$ cat config.mk
export PLATFORM = sky130hd
export DESIGN_NAME = led_display_rx
export DESIGN_NICKNAME = d
export VERILOG_FILES = /design/src/rtl/led_display_rx.sv
export SDC_FILE = /design/constraint.sdc
export NUM_CORES = 1
export LEC_CHECK = 0
export BUFFER_PORTS_ARGS = -buffer_cell sky130_fd_sc_hd__buf_2
export CAP_MARGIN = 20
export CORE_MARGIN = 2
export CORE_UTILIZATION = 50
export CTS_CLUSTER_DIAMETER = 80
export DETAILED_ROUTE_END_ITERATION = 7
export GPL_TIMING_DRIVEN = 0
export PLACE_DENSITY = 0.71
export SLEW_MARGIN = 20
export SYNTH_ARGS = -nofsm -noshare
export SYNTH_HDL_FRONTEND = slang
export SYNTH_SLANG_ARGS = --single-unit
$ cat constraint.sdc
create_clock -name clk_in -period 2.27 [get_ports clk_in]
set_input_delay 0.1135 -clock clk_in [delete_from_list [all_inputs] [get_ports clk_in]]
set_output_delay 0.1135 -clock clk_in [all_outputs]
set_load 0.1 [all_outputs]
$ cat src/rtl/led_display_rx.sv
// Receiver for a HUB75-style LED panel bus: synchronises the panel strobes into clk_in,
// deserialises each row and presents it on a valid/ready handshake.
module led_display_rx #(
    parameter int NUM_COLS    = 64,
    parameter int ADDR_W      = 3,
    parameter int SYNC_STAGES = 2
) (
    input  logic                    clk_in,
    input  logic                    n_reset_in,
    input  logic                    bit_clk_in,
    input  logic                    latch_enable_in,
    input  logic                    output_enable_in,
    input  logic [ADDR_W-1:0]       addr_in,
    input  logic [2:0]              rgb_top_in,
    input  logic [2:0]              rgb_bot_in,
    output logic                    row_valid_out,
    input  logic                    row_ready_in,
    output logic [ADDR_W-1:0]       row_addr_out,
    output logic [3*NUM_COLS-1:0]   row_top_out,
    output logic [3*NUM_COLS-1:0]   row_bot_out,
    output logic                    row_err_out,
    output logic                    overflow_out,
    output logic                    display_on_out
);

    localparam int SYNC_W = 3 + ADDR_W + 6;
    localparam int ROW_W  = 3 * NUM_COLS;
    localparam int CNT_W  = $clog2(2 * NUM_COLS + 1);
    localparam logic [CNT_W-1:0] CNT_FULL = CNT_W'(NUM_COLS);
    localparam logic [CNT_W-1:0] CNT_SAT  = CNT_W'(2 * NUM_COLS);

    typedef enum logic {CAP_IDLE  = 1'b0, CAP_SHIFT = 1'b1} cap_state_t;
    typedef enum logic {OUT_EMPTY = 1'b0, OUT_FULL  = 1'b1} out_state_t;

    // Output-enable is inverted before synchronising so that a cleared chain reads "display off".
    logic [SYNC_W-1:0] sync_raw;
    logic [SYNC_W-1:0] sync_q [SYNC_STAGES];

    assign sync_raw = {bit_clk_in, latch_enable_in, ~output_enable_in, addr_in, rgb_top_in, rgb_bot_in};

    for (genvar gi = 0; gi < SYNC_STAGES; gi++) begin : g_sync
        if (gi == 0) begin : g_first
            always_ff @(posedge clk_in or negedge n_reset_in) begin
                if (!n_reset_in) sync_q[gi] <= '0;
                else             sync_q[gi] <= sync_raw;
            end
        end else begin : g_rest
            always_ff @(posedge clk_in or negedge n_reset_in) begin
                if (!n_reset_in) sync_q[gi] <= '0;
                else             sync_q[gi] <= sync_q[gi-1];
            end
        end
    end

    logic              s_bclk, s_le, s_on;
    logic [ADDR_W-1:0] s_addr;
    logic [2:0]        s_top, s_bot;

    assign s_bclk = sync_q[SYNC_STAGES-1][SYNC_W-1];
    assign s_le   = sync_q[SYNC_STAGES-1][SYNC_W-2];
    assign s_on   = sync_q[SYNC_STAGES-1][SYNC_W-3];
    assign s_addr = sync_q[SYNC_STAGES-1][SYNC_W-4 -: ADDR_W];
    assign s_top  = sync_q[SYNC_STAGES-1][5:3];
    assign s_bot  = sync_q[SYNC_STAGES-1][2:0];

    assign display_on_out = s_on;

    // Edge detection is registered together with the data so strobes and pixels stay aligned.
    logic              bclk_prev_q, le_prev_q;
    logic              bclk_edge_q, le_edge_q;
    logic [ADDR_W-1:0] addr_q;
    logic [2:0]        pix_top_q, pix_bot_q;

    always_ff @(posedge clk_in or negedge n_reset_in) begin
        if (!n_reset_in) begin
            bclk_prev_q <= 1'b0;
            le_prev_q   <= 1'b0;
            bclk_edge_q <= 1'b0;
            le_edge_q   <= 1'b0;
            addr_q      <= '0;
            pix_top_q   <= '0;
            pix_bot_q   <= '0;
        end else begin
            bclk_prev_q <= s_bclk;
            le_prev_q   <= s_le;
            bclk_edge_q <= s_bclk & ~bclk_prev_q;
            le_edge_q   <= s_le & ~le_prev_q;
            addr_q      <= s_addr;
            pix_top_q   <= s_top;
            pix_bot_q   <= s_bot;
        end
    end

    cap_state_t       cap_state_q, cap_state_d;
    logic [ROW_W-1:0] top_sr_q, top_sr_d, bot_sr_q, bot_sr_d;
    logic [CNT_W-1:0] cnt_q, cnt_d;
    logic             capture, cap_err;

    always_ff @(posedge clk_in or negedge n_reset_in) begin
        if (!n_reset_in) begin
            cap_state_q <= CAP_IDLE;
            top_sr_q    <= '0;
            bot_sr_q    <= '0;
            cnt_q       <= '0;
        end else begin
            cap_state_q <= cap_state_d;
            top_sr_q    <= top_sr_d;
            bot_sr_q    <= bot_sr_d;
            cnt_q       <= cnt_d;
        end
    end

    // A shift in the capture cycle is applied first, so the snapshot uses the _d values.
    always_comb begin
        cap_state_d = cap_state_q;
        top_sr_d    = top_sr_q;
        bot_sr_d    = bot_sr_q;
        cnt_d       = cnt_q;
        capture     = 1'b0;
        cap_err     = 1'b0;
        if (bclk_edge_q) begin
            top_sr_d = {pix_top_q, top_sr_q[ROW_W-1:3]};
            bot_sr_d = {pix_bot_q, bot_sr_q[ROW_W-1:3]};
            if (cnt_q != CNT_SAT) cnt_d = cnt_q + 1'b1;
        end
        case (cap_state_q)
            CAP_IDLE:  if (bclk_edge_q) cap_state_d = CAP_SHIFT;
            CAP_SHIFT: cap_state_d = CAP_SHIFT;
            default:   cap_state_d = CAP_IDLE;
        endcase
        if (le_edge_q) begin
            capture     = 1'b1;
            cap_err     = (cnt_d != CNT_FULL);
            cnt_d       = '0;
            cap_state_d = CAP_IDLE;
        end
    end

    out_state_t        out_state_q, out_state_d;
    logic [ROW_W-1:0]  row_top_q, row_top_d, row_bot_q, row_bot_d;
    logic [ADDR_W-1:0] row_addr_q, row_addr_d;
    logic              row_err_q, row_err_d;
    logic              ovf_q, ovf_d;
    logic              xfer, load;

    always_ff @(posedge clk_in or negedge n_reset_in) begin
        if (!n_reset_in) begin
            out_state_q <= OUT_EMPTY;
            row_top_q   <= '0;
            row_bot_q   <= '0;
            row_addr_q  <= '0;
            row_err_q   <= 1'b0;
            ovf_q       <= 1'b0;
        end else begin
            out_state_q <= out_state_d;
            row_top_q   <= row_top_d;
            row_bot_q   <= row_bot_d;
            row_addr_q  <= row_addr_d;
            row_err_q   <= row_err_d;
            ovf_q       <= ovf_d;
        end
    end

    always_comb begin
        out_state_d = out_state_q;
        ovf_d       = ovf_q;
        load        = 1'b0;
        xfer        = (out_state_q == OUT_FULL) && row_ready_in;
        case (out_state_q)
            OUT_EMPTY: begin
                if (capture) begin
                    load        = 1'b1;
                    out_state_d = OUT_FULL;
                end
            end
            OUT_FULL: begin
                if (capture && xfer)  load = 1'b1;
                else if (capture)     ovf_d = 1'b1;
                else if (xfer)        out_state_d = OUT_EMPTY;
            end
            default: out_state_d = OUT_EMPTY;
        endcase
        row_top_d  = load ? top_sr_d : row_top_q;
        row_bot_d  = load ? bot_sr_d : row_bot_q;
        row_addr_d = load ? addr_q   : row_addr_q;
        row_err_d  = load ? cap_err  : row_err_q;
    end

    assign row_valid_out = (out_state_q == OUT_FULL);
    assign row_addr_out  = row_addr_q;
    assign row_top_out   = row_top_q;
    assign row_bot_out   = row_bot_q;
    assign row_err_out   = row_err_q;
    assign overflow_out  = ovf_q;

endmodule

== After elaboration in Yosys (flattened, before gate mapping) ==
Cells that the tools add are included.

* Equal/unequal tests: 2
* Bitwise logic cells: 7
* Reduce and logical (&&, ||, !) cells: 3
* Muxes and demuxes: 14
* $add $sub $neg: 1

{| class="wikitable"
|+ Operators by type and width
! cell !! count
|-
| 2-to-1 mux 192 bit || 2
|-
| 2-to-1 mux 8 bit || 3
|-
| adder 8 x 1 -> 8 bit (second input constant) || 1
|-
| != test 8 x 7 -> 1 bit (second input constant) || 1
|-
| != test 8 bit (second input constant) || 1
|-
| 2-to-1 mux 1 bit || 7
|-
| inverter 1 bit || 5
|-
| case mux 1 bit (2 select lines) || 2
|-
| AND reduction 3 bit || 1
|-
| bitwise AND 1 bit || 2
|-
| logical AND 1 bit || 2
|}

* Output and inout bits: 391
* Input bits: 15
* Flip-flop bits (word level): 819
* Logic and storage cells: 45

== Longest topological paths before layout ==
Gate-level depths: netlist of the first run.

* Depth in word-level cells: 5
* Gate-level depth with buffers: 6
* Mapped depth without buffers: 6

== Worst setup path before layout of the first run ==
No wires, ideal clock.

* Kind: register -> register
* Start: reg out_state_q, in the netlist row_valid_out
* End: reg row_top_q[19], in the netlist row_top_out[19]
* Data required time: 2.144 ns
* Stages on the path, launching flop included: 7
* Setup time: 0.126 ns
* Arrival: 2.009 ns
* Clock period less this slack: 2.134 ns
* Buffers on the path: 3
* Setup slack: 0.136 ns
* Path through: dfrtp_1 -> nand2b_1 -> buf_2 -> nand2_2 -> buf_2 -> buf_2 -> mux2_2

* Cells in the longest elaborated chain, start to end: 4
* Elaborated cells on any way between the ends: 5
* Classes of those cells: 2 x mux; 1 x bitwise; 2 x reduce/logical

{| class="wikitable"
|+ Ends and longest elaborated chain
! item !! line !! text
|-
| from (decl) || 139 || <nowiki>out_state_t out_state_q, out_state_d;</nowiki>
|-
| from (signal assigned) || 155 || <nowiki>out_state_q <= out_state_d;</nowiki>
|-
| logical AND 1 bit || 168 || <nowiki>xfer = (out_state_q == OUT_FULL) && row_ready_in;</nowiki>
|-
| logical AND 1 bit || 177 || <nowiki>if (capture && xfer) load = 1'b1;</nowiki>
|-
| 2-to-1 mux 1 bit || 177 ||
|-
| case mux 1 bit (2 select lines) (*) || 169 || <nowiki>case (out_state_q)</nowiki>
|-
| to (signal assigned) || 156 || <nowiki>row_top_q <= row_top_d;</nowiki>
|-
| to (decl) || 140 || <nowiki>logic [ROW_W-1:0] row_top_q, row_top_d, row_bot_q, row_bot_d;</nowiki>
|}

Every way passes the cells marked *; elsewhere a longest branch is shown, timed or not.
A chain may end at the register's enable or synchronous reset.

== Worst setup path in the final report of the first run ==
* Start: reg le_edge_q
* End: reg row_top_q[19], in the netlist row_top_out[19]

* Cells in the longest elaborated chain, start to end: 4
* Elaborated cells on any way between the ends: 5
* Classes of those cells: 4 x mux; 1 x reduce/logical

{| class="wikitable"
|+ Ends and longest elaborated chain
! item !! line !! text
|-
| from (decl) || 70 || <nowiki>logic bclk_edge_q, le_edge_q;</nowiki>
|-
| from (signal assigned) || 87 || <nowiki>le_edge_q <= s_le & ~le_prev_q;</nowiki>
|-
| 2-to-1 mux 1 bit (*) || 131 || <nowiki>if (le_edge_q) begin</nowiki>
|-
| logical AND 1 bit || 177 ||
|-
| 2-to-1 mux 1 bit || 177 ||
|-
| case mux 1 bit (2 select lines) (*) || 169 ||
|}

Marked as above.

==> results.txt, run 1 <==
Status: finished, final reports clean
Most common cell after layout, fill and taps aside: dfrtp_1
Reg2Reg Setup Slack: 0.20 ns
VDD IR-drop max: 0.00164 V
Skew final: 0.0245 ns
Startpoint types: flip-flop
WS Path Type: flip-flop to flip-flop
Slew Viols, Final: 0
Overall Power: 40.6 mW
Die height: 254 µm
GPL Wtd Cong: 0.773
First-pass DRT Iterations: 6
Setup TNS: 0 ns
Ranking of synthesized cells by area: dfrtp_1 65%, mux2_2 15%, mux2_4 14%, mux2_1 1.7%, buf_6 1.2%
Slew @ Worst Pin: 0.591 ns
I/O pins: 406
Number of global-route vias before repair: 17.3k
Mapped cell area: 0.0314 mm²
Drt drc: 0
Max Freq: 0.484 GHz
First-pass GRT wire length: 99300 µm
CTS tree: yes
Initial DRC count: 694
Setup violators final: 0
Arrival @ worst endpoint: 2.55 ns
Initial Util: 50.7%
Grt ovf: 0
Vias per Instance: 5.07
Number of max-cap violations: 0
DP Area: 0.0347 mm²
Post-CTS setup buffer count: 0
Unrepaired setup endpoints after global routing: false
Hold crit path type: input port to async pin
Clock transition at path regs: 0.06 ns
Synth unique cells: 35
Yosys top cell area share: 65.4%
CP Capture Type: flip-flop
Yosys reg bits: 819
P&R area growth vs syn: 20.1%
Worst EP required: 2.76 ns
Gr usage total: 19.6%
ANT nets after route: 0
Syn avg cell area: 18.1 µm²
Htree depth: 3
CP Max Fanout: 10
Syn Nets: 1748
Core ar.: 0.0618 mm²
Final hold vios: 0
Max clock buf depth: 3
Layout cells sized above 1: 59.2%
Syn. warnings: 0
Die W: 254 µm
Die ar.: 0.0647 mm²
Clk_lat worst skew: 0.63 ns
Mapped Cells: 1731
Final Non-Filler Cells: 3147
Drt wl/cell: 19.9 µm
Final net count: 2262
Static Leak: 20.0 nW
Root Buffer: clkbuf_16
IO Port Bufs: 405
Most frequent cells in the layout: 819 x dfrtp_1, 456 x buf_2, 423 x mux2_2
Dominant cell type by area after synthesis: dfrtp_1
Design Area, Final: 0.0377 mm²
Drt total wl: 62600 µm
Dpl cells: 2982
Clock sinks: 819
Dpl hpwl: 43100 µm
Std cell rows: 91
Initial antenna violation count: 2
Worst relative slew slack: 60.6%
PD cells: 1080 mW/mm²
Via count: 15.9k
Ratio of final minimum period to clock period: 91.0%
CTS buffer count: 84
Sequential area share after synthesis: 65.4%
Post-layout minimum cycle time: 2.07 ns
Pin count of the biggest net entering global routing: 103
## synth_stat cells
master / count
mux2i_1: 3
nand3_1: 2
mux2_1: 48
and3_2: 1
o21bai_1: 1
buf_6: 33
inv_1: 4
nand2b_1: 2
nand2_2: 1
a21oi_1: 2
nor4_1: 1
a21bo_2: 1
o21a_1: 2
a221oi_1: 1
mux2_4: 300
dfrtp_1: 819
nor3_1: 1
ha_1: 2
nand4_2: 1
buf_2: 52
a211o_1: 1
xor2_1: 3
nor3b_1: 1
nor2b_1: 4
o41ai_4: 1
and2b_2: 1
and4_1: 1
xnor2_1: 3
mux2_2: 423
a31oi_1: 1
nand2_1: 3
nor2_1: 6
nand4bb_4: 1
and2_1: 2
buf_4: 3
## where the power goes
part | total (mW) | switching (mW) | internal (mW) | leakage (nW)
registers | 17.0 | 0.871 | 16.1 | 11.1
logic | 9.74 | 7.45 | 2.29 | 7.56
clock network | 13.9 | 5.61 | 8.27 | 1.40
total | 40.6 | 13.9 | 26.7 | 20.0
## flip-flops by register name, indices dropped and copies added, names as in the netlist, 3 cells and up
name and flops:
sync_q 12, s_top 3, pix_bot_q 3, bot_sr_q 192, row_top_out 192, s_bot 3
top_sr_q 192, row_bot_out 192, cnt_q 8, pix_top_q 3, s_addr 3, row_addr_out 3
addr_q 3
## critical path, cell delays in order, from the launching register on
cell and delay (ns):
dfrtp_1 0.36, buf_2 0.17, nand2_2 0.32, buf_2 0.38
buf_2 0.32, mux2_2 0.37
## worst paths after layout
path                                    endpoint        from  depth (start not counted)
worst max register to register   row_top_out[19]   le_edge_q                          5
worst min-delay path            row_top_out[112]  n_reset_in                          2
min in group clk_in                   sync_q[18]  addr_in[0]                          2
worst min register to register          s_bot[2]  sync_q[14]                          0
max in group asynchronous          bot_sr_q[129]  n_reset_in                          5
worst max-delay path             row_top_out[19]   le_edge_q                          5
## metrics by stage
step                util (%)  setup WS, ns  hold slack [ns]
finish                  60.9         0.204           0.0628
global route            60.9        0.0421           0.0837
CTS                     60.9         0.110           0.0491
detailed placement      56.1         0.121            0.130
global placement        55.7        -15.36            0.221
floorplan                  -         0.136           -0.182
## kinds of logic (layout without fill, tap and decap cells)
kind of cell	count (synthesis)	after routing	synth area share [%]
flip-flops	819	819	65.4
multiplexers	774	774	31.4
buffers and inverters	92	670	2.13
AND/OR/NAND/NOR	28	28	0.587
AO/OA/AOI/OAI	10	10	0.299
XOR/XNOR	6	6	0.168
adder cells (fa/ha/maj)	2	2	0.0798
other	0	1	0
## routing by layer
layer	global-route usage, %	vias up	wire length [µm]
met4	7.06	2	2050
met1	26.0	8359	27100
li1	-	7153	-
met3	4.71	127	3210
met2	31.5	303	30200
met5	0	-	13
## timing repair
item                                   in CTS  in global routing
hold buffers                               14                  0
endpoints found under the hold margin     216                  0
gates resized for setup                     0                  0
## layout make-up
class / instances / area [µm²]
clock inverters: 25 / 298
clock buffers: 125 / 2530
plain buffers: 88 / 654
fillers: 4589 / 24200
well taps: 837 / 1050
flip-flops and latches: 819 / 20500
inverters: 4 / 15.0
repair buffers: 428 / 2420
diodes: 1 / 2.50
multi-input cells: 820 / 10200
(Power assumes the default switching activity.)
==> run 2, diff against run 1 <==
--- a/config.mk
+++ b/config.mk
@@ -5,14 +5,14 @@
 export SDC_FILE = /design/constraint.sdc
 export NUM_CORES = 1
 export LEC_CHECK = 0
-export BUFFER_PORTS_ARGS = -buffer_cell sky130_fd_sc_hd__buf_2
 export CAP_MARGIN = 20
 export CORE_MARGIN = 2
 export CORE_UTILIZATION = 50
 export CTS_CLUSTER_DIAMETER = 80
 export DETAILED_ROUTE_END_ITERATION = 7
+export DONT_BUFFER_PORTS = 1
 export GPL_TIMING_DRIVEN = 0
-export PLACE_DENSITY = 0.71
+export PLACE_DENSITY = 0.62
 export SLEW_MARGIN = 20
 export SYNTH_ARGS = -nofsm -noshare
 export SYNTH_HDL_FRONTEND = slang
==> results.txt, run 2 (synthesized netlist as in run 1, its figures left out) <==
Dpl hpwl: 39600 µm (-8.2%)
Reg-to-Reg Start: row_valid_out
Pre-CTS WS: -0.590 ns (-0.711 ns)
VDD IR-drop max: 0.00108 V (-34%)
GPL Wtd Cong: 0.777 (+0.49%)
Arrival @ worst endpoint: 2.76 ns (+0.21 ns)
Ratio of final minimum period to clock period: 146% (+55 points)
Max clock buf depth: 3 (unchanged)
Failing checks: negative hold slack, max-slew violations, negative setup slack
Drt drc: 0 (unchanged)
Die W: 254 µm (unchanged)
Crit path capture: row_top_out[74]
CP Capture Type: async pin
PD cells: 1110 mW/mm² (+3.0%)
IO Port Bufs: 0 (-100%)
Setup violators final: 430 (+430)
First-pass GRT wire length: 93200 µm (-6.1%)
CP Max Fanout: 819 (+809)
First-pass DRT Iterations: 4 (-2)
Via count: 14.3k (-11%)
Vias per Instance: 5.21 (+2.9%)
Die ar.: 0.0647 mm² (unchanged)
Finished Core Util: 57.2% (-3.7 points)
Number of max-cap violations: 0 (unchanged)
I/O pins: 406 (unchanged)
Cts hold-fix bufs: 14 (unchanged)
Final hold vios: 267 (+267)
Final net count: 1848 (-18%)
Clock transition at path regs: 0.06 ns (about the same)
Clk_lat worst skew: 0.62 ns (about the same)
Root Buffer: clkbuf_16
Area of the multi-input gates: 0.0102 mm² (about the same)
Gr usage total: 18.6% (-0.97 points)
Final WS setup: -1.04 ns (-1.24 ns)
Drt total wl: 60100 µm (-4.0%)
Initial DRC count: 733 (+5.6%)
Static Leak: 17.8 nW (-11%)
CTS tree: yes
Worst EP required: 1.72 ns (-1.04 ns)
# fillers: 4744 (+3.4%)
Drt wl/cell: 22.0 µm (+10%)
Reg2Reg Setup Slack: 0.09 ns (-0.11 ns)
Post-layout minimum cycle time: 3.31 ns (+1.24 ns)
Reg2Reg Depth: 6 (+1)
Startpoint types: input port
Worst relative slew slack: -252% (-310 points)
Max Freq: 0.302 GHz (-38%)
Std cell rows: 91 (unchanged)
RR Endpoint: row_top_out[96]
Most frequent cells in the layout: 818 x dfrtp_1, 423 x mux2_2, 300 x mux2_4
Layout cells sized above 1: 50.4% (-8.8 points)
Most common cell after layout, fill and taps aside: dfrtp_1
ANT nets after route: 0 (unchanged)
Core ar.: 0.0618 mm² (unchanged)
Slew @ Worst Pin: 5.29 ns (+4.70 ns)
Skew final: 0.0233 ns (-0.00118 ns)
Pin count of the biggest net entering global routing: 820 (+700%)
CTS buffer count: 84 (unchanged)
WS Path Type: input port to async pin
Unrepaired setup endpoints after global routing: true
P&R area growth vs syn: 12.7%
Number of global-route vias before repair: 15.5k (-10%)
Total stage count of the critical path: 0 (-5)
Status: complete, but fails checks
Htree depth: 3 (unchanged)
Slew Viols, Final: 739 (+739)
Initial antenna violation count: 0 (-2)
Grt ovf: 0 (unchanged)
Sequential Area: 0.0205 mm² (about the same)
Clock sinks: 819 (unchanged)
CP startpoint: n_reset_in
Hold crit path type: input port to async pin
Hold slack: -0.797 ns (-0.859 ns)
Antenna cells: 0 (-1)
Die height: 254 µm (unchanged)
Initial Util: 50.7% (unchanged)
==> run 2: cell types whose count changed in the layout (fill, tap and decap cells not counted), sizes merged <==
| cell | before | now |
|---|---|---|
| clkinvlp | 1 | 2 |
| bufinv | 5 | 3 |
| buf | 502 | 85 |
| clkbuf | 125 | 126 |
| clkinv | 16 | 22 |
| diode | 1 | 0 |
==> run 2: layout make-up <==
class / count / share of cell area (%)
Inverter: 4 / 0.0425
Multi-Input combinational cell: 820 / 28.8
Clock buffer: 123 / 7.14
Tap cell: 837 / 2.96
Sequential cell: 819 / 58.0
Buffer: 88 / 1.89
Timing Repair Buffer: 14 / 0.396
Clock inverter: 30 / 0.747
==> run 2: how the worst min path moves through the flow <==
stage	from	endpoint	depth (start not counted)
after floorplan	n_reset_in	addr_q[0]	0
after global placement	n_reset_in	row_top_out[115]	0
after detailed placement	n_reset_in	row_top_out[115]	0
after CTS	n_reset_in	row_top_out[115]	0
after global routing	n_reset_in	row_top_out[118]	0
final	n_reset_in	row_top_out[115]	0
==> run 2: layer usage <==
| metal | GRT usage (%) | share of wire (%) | vias up |
|---|---|---|---|
| met1 | 22.7 | 40 | 7527 |
| met5 | 0 | 0 | - |
| met3 | 8.29 | 9.8 | 102 |
| met2 | 29.6 | 48 | 322 |
| met4 | 6.12 | 2.6 | 0 |
| li1 | - | - | 6307 |
==> run 2: power breakdown <==
group	total, mW	switching, mW	leakage [nW]	internal (mW)
registers	22.9	6.93	11.1	16.0
clock network	13.7	5.61	1.39	8.06
logic	2.69	0.947	5.32	1.74
total	39.3	13.5	17.8	25.8
==> run 2: through the flow <==
stage          cells  setup TNS, ns  hold WS, ns  area [µm²]  power (mW)
3_5_place_dp    2568        -178.09       -0.157       32400        25.9
2_1_floorplan   1731              0       -0.182       31400        24.9
3_3_place_gp    2568        -187.54       -0.164       32400        25.7
6_report        2735        -285.06       -0.797       35400        39.3
5_1_grt         2735       -0.00106       -0.835       35400        40.8
4_1_cts         2735              0       -0.831       35300        39.7
==> run 2: repair_timing <==
item	in CTS	in global routing
pin swaps	0	0
gates resized for setup	5	3
endpoints found under the setup margin	388	11
cloned	0	0
endpoints found under the hold margin	833	819
buffers inserted	0	0
==> run 3, diff against run 2 <==
--- a/config.mk
+++ b/config.mk
@@ -7,12 +7,13 @@
 export LEC_CHECK = 0
 export CAP_MARGIN = 20
 export CORE_MARGIN = 2
-export CORE_UTILIZATION = 50
+export CORE_UTILIZATION = 56
 export CTS_CLUSTER_DIAMETER = 80
 export DETAILED_ROUTE_END_ITERATION = 7
 export DONT_BUFFER_PORTS = 1
 export GPL_TIMING_DRIVEN = 0
-export PLACE_DENSITY = 0.62
+export HOLD_SLACK_MARGIN = 0.12
+export PLACE_DENSITY = 0.68
 export SLEW_MARGIN = 20
 export SYNTH_ARGS = -nofsm -noshare
 export SYNTH_HDL_FRONTEND = slang
==> results.txt, run 3 (synthesized netlist as in run 1, its figures left out) <==
Skew final: 0.0166 ns (-0.00669 ns)
ANT nets after route: 0 (unchanged)
Htree depth: 3 (unchanged)
Die height: 241 µm (-5.4%)
Initial Util: 56.8% (+6.1 points)
Clock sinks: 819 (unchanged)
Vias per Instance: 5.41 (+3.8%)
WS Path Type: flip-flop to flip-flop
First-pass GRT wire length: 92200 µm (-0.98%)
GPL Wtd Cong: 0.797 (+2.6%)
Hold crit path type: input port to async pin
Post-layout minimum cycle time: 2.16 ns (-1.15 ns)
CP dominant cell by count: buf_2
P&R area growth vs syn: 12.2%
Number of global-route vias before repair: 15.6k (+0.72%)
Reg2Reg Depth: 6 (unchanged)
Pre-CTS WS: -0.523 ns (+0.0670 ns)
Drt drc: 0 (unchanged)
Dpl hpwl: 38800 µm (-2.0%)
Cts hold-fix bufs: 25 (+11)
CTS buffer count: 83 (-1.2%)
RR Endpoint: row_top_out[137]
CP startpoint: row_valid_out
Startpoint types: flip-flop
Hold slack: -0.797 ns (-0.000384 ns)
CP Max Fanout: 10 (-99%)
Status: complete, but fails checks
IO Port Bufs: 0 (unchanged)
Via count: 14.3k (+0.54%)
Arrival @ worst endpoint: 2.65 ns (-0.11 ns)
Drt total wl: 59300 µm (-1.3%)
Antenna cells: 0 (unchanged)
I/O pins: 406 (unchanged)
Most frequent cells in the layout: 818 x dfrtp_1, 423 x mux2_2, 300 x mux2_4
Max Freq: 0.463 GHz (+53%)
Pin count of the biggest net entering global routing: 820 (unchanged)
Most common cell after layout, fill and taps aside: dfrtp_1
VDD IR-drop max: 0.00133 V (+24%)
Ratio of final minimum period to clock period: 95.2% (-51 points)
CTS tree: yes
Clk_lat worst skew: 0.61 ns (about the same)
Drt wl/cell: 22.4 µm (+1.9%)
Final WS setup: 0.109 ns (+1.15 ns)
Die ar.: 0.0579 mm² (-11%)
Slew @ Worst Pin: 2.99 ns (-2.30 ns)
CP Capture Type: flip-flop
Final net count: 1858 (+0.54%)
CP peak stage delay: 0.62 ns
Static Leak: 17.7 nW (-0.28%)
Final hold vios: 819 (+210%)
Core ar.: 0.0552 mm² (-11%)
CP max-delay cell: dfrtp_4
Unrepaired setup endpoints after global routing: true
Std cell rows: 86 (-5.5%)
Grt ovf: 0 (unchanged)
# fillers: 3927 (-17%)
Root Buffer: clkbuf_16
Die W: 241 µm (-5.4%)
Post-CTS setup buffer count: 0 (unchanged)
DP Area: 0.0323 mm² (-0.34%)
Worst relative slew slack: -99.2% (+150 points)
Crit path capture: row_top_out[137]
Gr usage total: 20.6% (+2.0 points)
Worst EP required: 2.76 ns (+1.04 ns)
Initial antenna violation count: 0 (unchanged)
Number of max-cap violations: 0 (unchanged)
Layout cells sized above 1: 49.5% (-0.95 points)
Reg2Reg Setup Slack: 0.11 ns (+0.02 ns)
Reg-to-Reg Start: row_valid_out
Max clock buf depth: 3 (unchanged)
Failing checks: negative hold slack, max-slew violations
Clock transition at path regs: 0.06 ns (about the same)
Initial DRC count: 717 (-2.2%)
Cell Chain, Critical Path: nand2b_1, buf_2, nand2_4, buf_2, buf_2, mux2_2
Setup violators final: 0 (-100%)
Design Area, Final: 0.0352 mm² (-0.49%)
Slew Viols, Final: 479 (-35%)
First-pass DRT Iterations: 4 (unchanged)
PD cells: 1100 mW/mm² (-1.0%)
-- run 3: changes by cell type in the layout (fill, tap and decap cells not counted), sizes merged --
| cell | before | now |
|---|---|---|
| clkinvlp | 2 | 0 |
| bufinv | 3 | 2 |
| dlygate4sd3 | 14 | 25 |
| clkinv | 22 | 13 |
| inv | 7 | 11 |
| clkbuf | 126 | 127 |
-- run 3: how the worst min path moves through the flow --
stage	cells past startpoint	endpoint	slack [ns]	startpoint
3_3_place_gp	0	top_sr_q[112]	-0.17	n_reset_in
2_1_floorplan	0	addr_q[0]	-0.18	n_reset_in
4_1_cts	0	row_top_out[112]	-0.83	n_reset_in
6_report	0	row_top_out[112]	-0.80	n_reset_in
5_1_grt	0	top_sr_q[112]	-0.83	n_reset_in
3_5_place_dp	0	row_top_out[112]	-0.17	n_reset_in
-- run 3: metrics by stage --
step	instances	util [%]	total power, mW	TNS, ns	hold WS, ns
after floorplan	1731	-	24.9	0	-0.182
after global placement	2479	58.5	25.7	-156.48	-0.165
after detailed placement	2479	58.5	25.9	-159.57	-0.165
after CTS	2650	63.7	39.1	0	-0.833
after global routing	2650	63.7	40.2	-0.0313	-0.825
final	2650	63.7	38.7	0	-0.797
-- run 3: timing repair --
item	in CTS	in global routing
resized for setup	5	3
hold endpoints to repair	834	819
endpoints found under the setup margin	388	16
-- run 3: per-layer routing --
layer	vias up	wire length, µm	track usage (%)
met2	310	27900	31.9
met1	7612	24400	26.4
met4	0	1780	7.47
li1	6315	-	-
met3	98	5200	8.02
met5	-	0	0
-- run 3: critical path: cells and delay by family, from the launching register on --
family                 cells  cell delay [ns]
muxes                      1             0.37
and+or+nand+nor            2             0.27
DFF                        1             0.62
buffers and inverters      3             0.77
-- run 3: final cells by class --
type                       count  area, µm²  area share (%)
tap                          748        936            2.66
buffer                        88        667            1.90
clock buffer                 124       2410            6.86
multi-input combinational    820      10200            29.0
sequential                   819      20500            58.3
inverter                       4       15.0          0.0427
timing repair buffer          25        250           0.711
clock inverter                22        201           0.573
-- run 3: power breakdown --
group	switching (mW)	internal [mW]	total (mW)	leakage [nW]
registers	6.92	16.0	22.9	11.1
logic	0.966	1.76	2.72	5.36
clock network	5.46	7.59	13.0	1.29
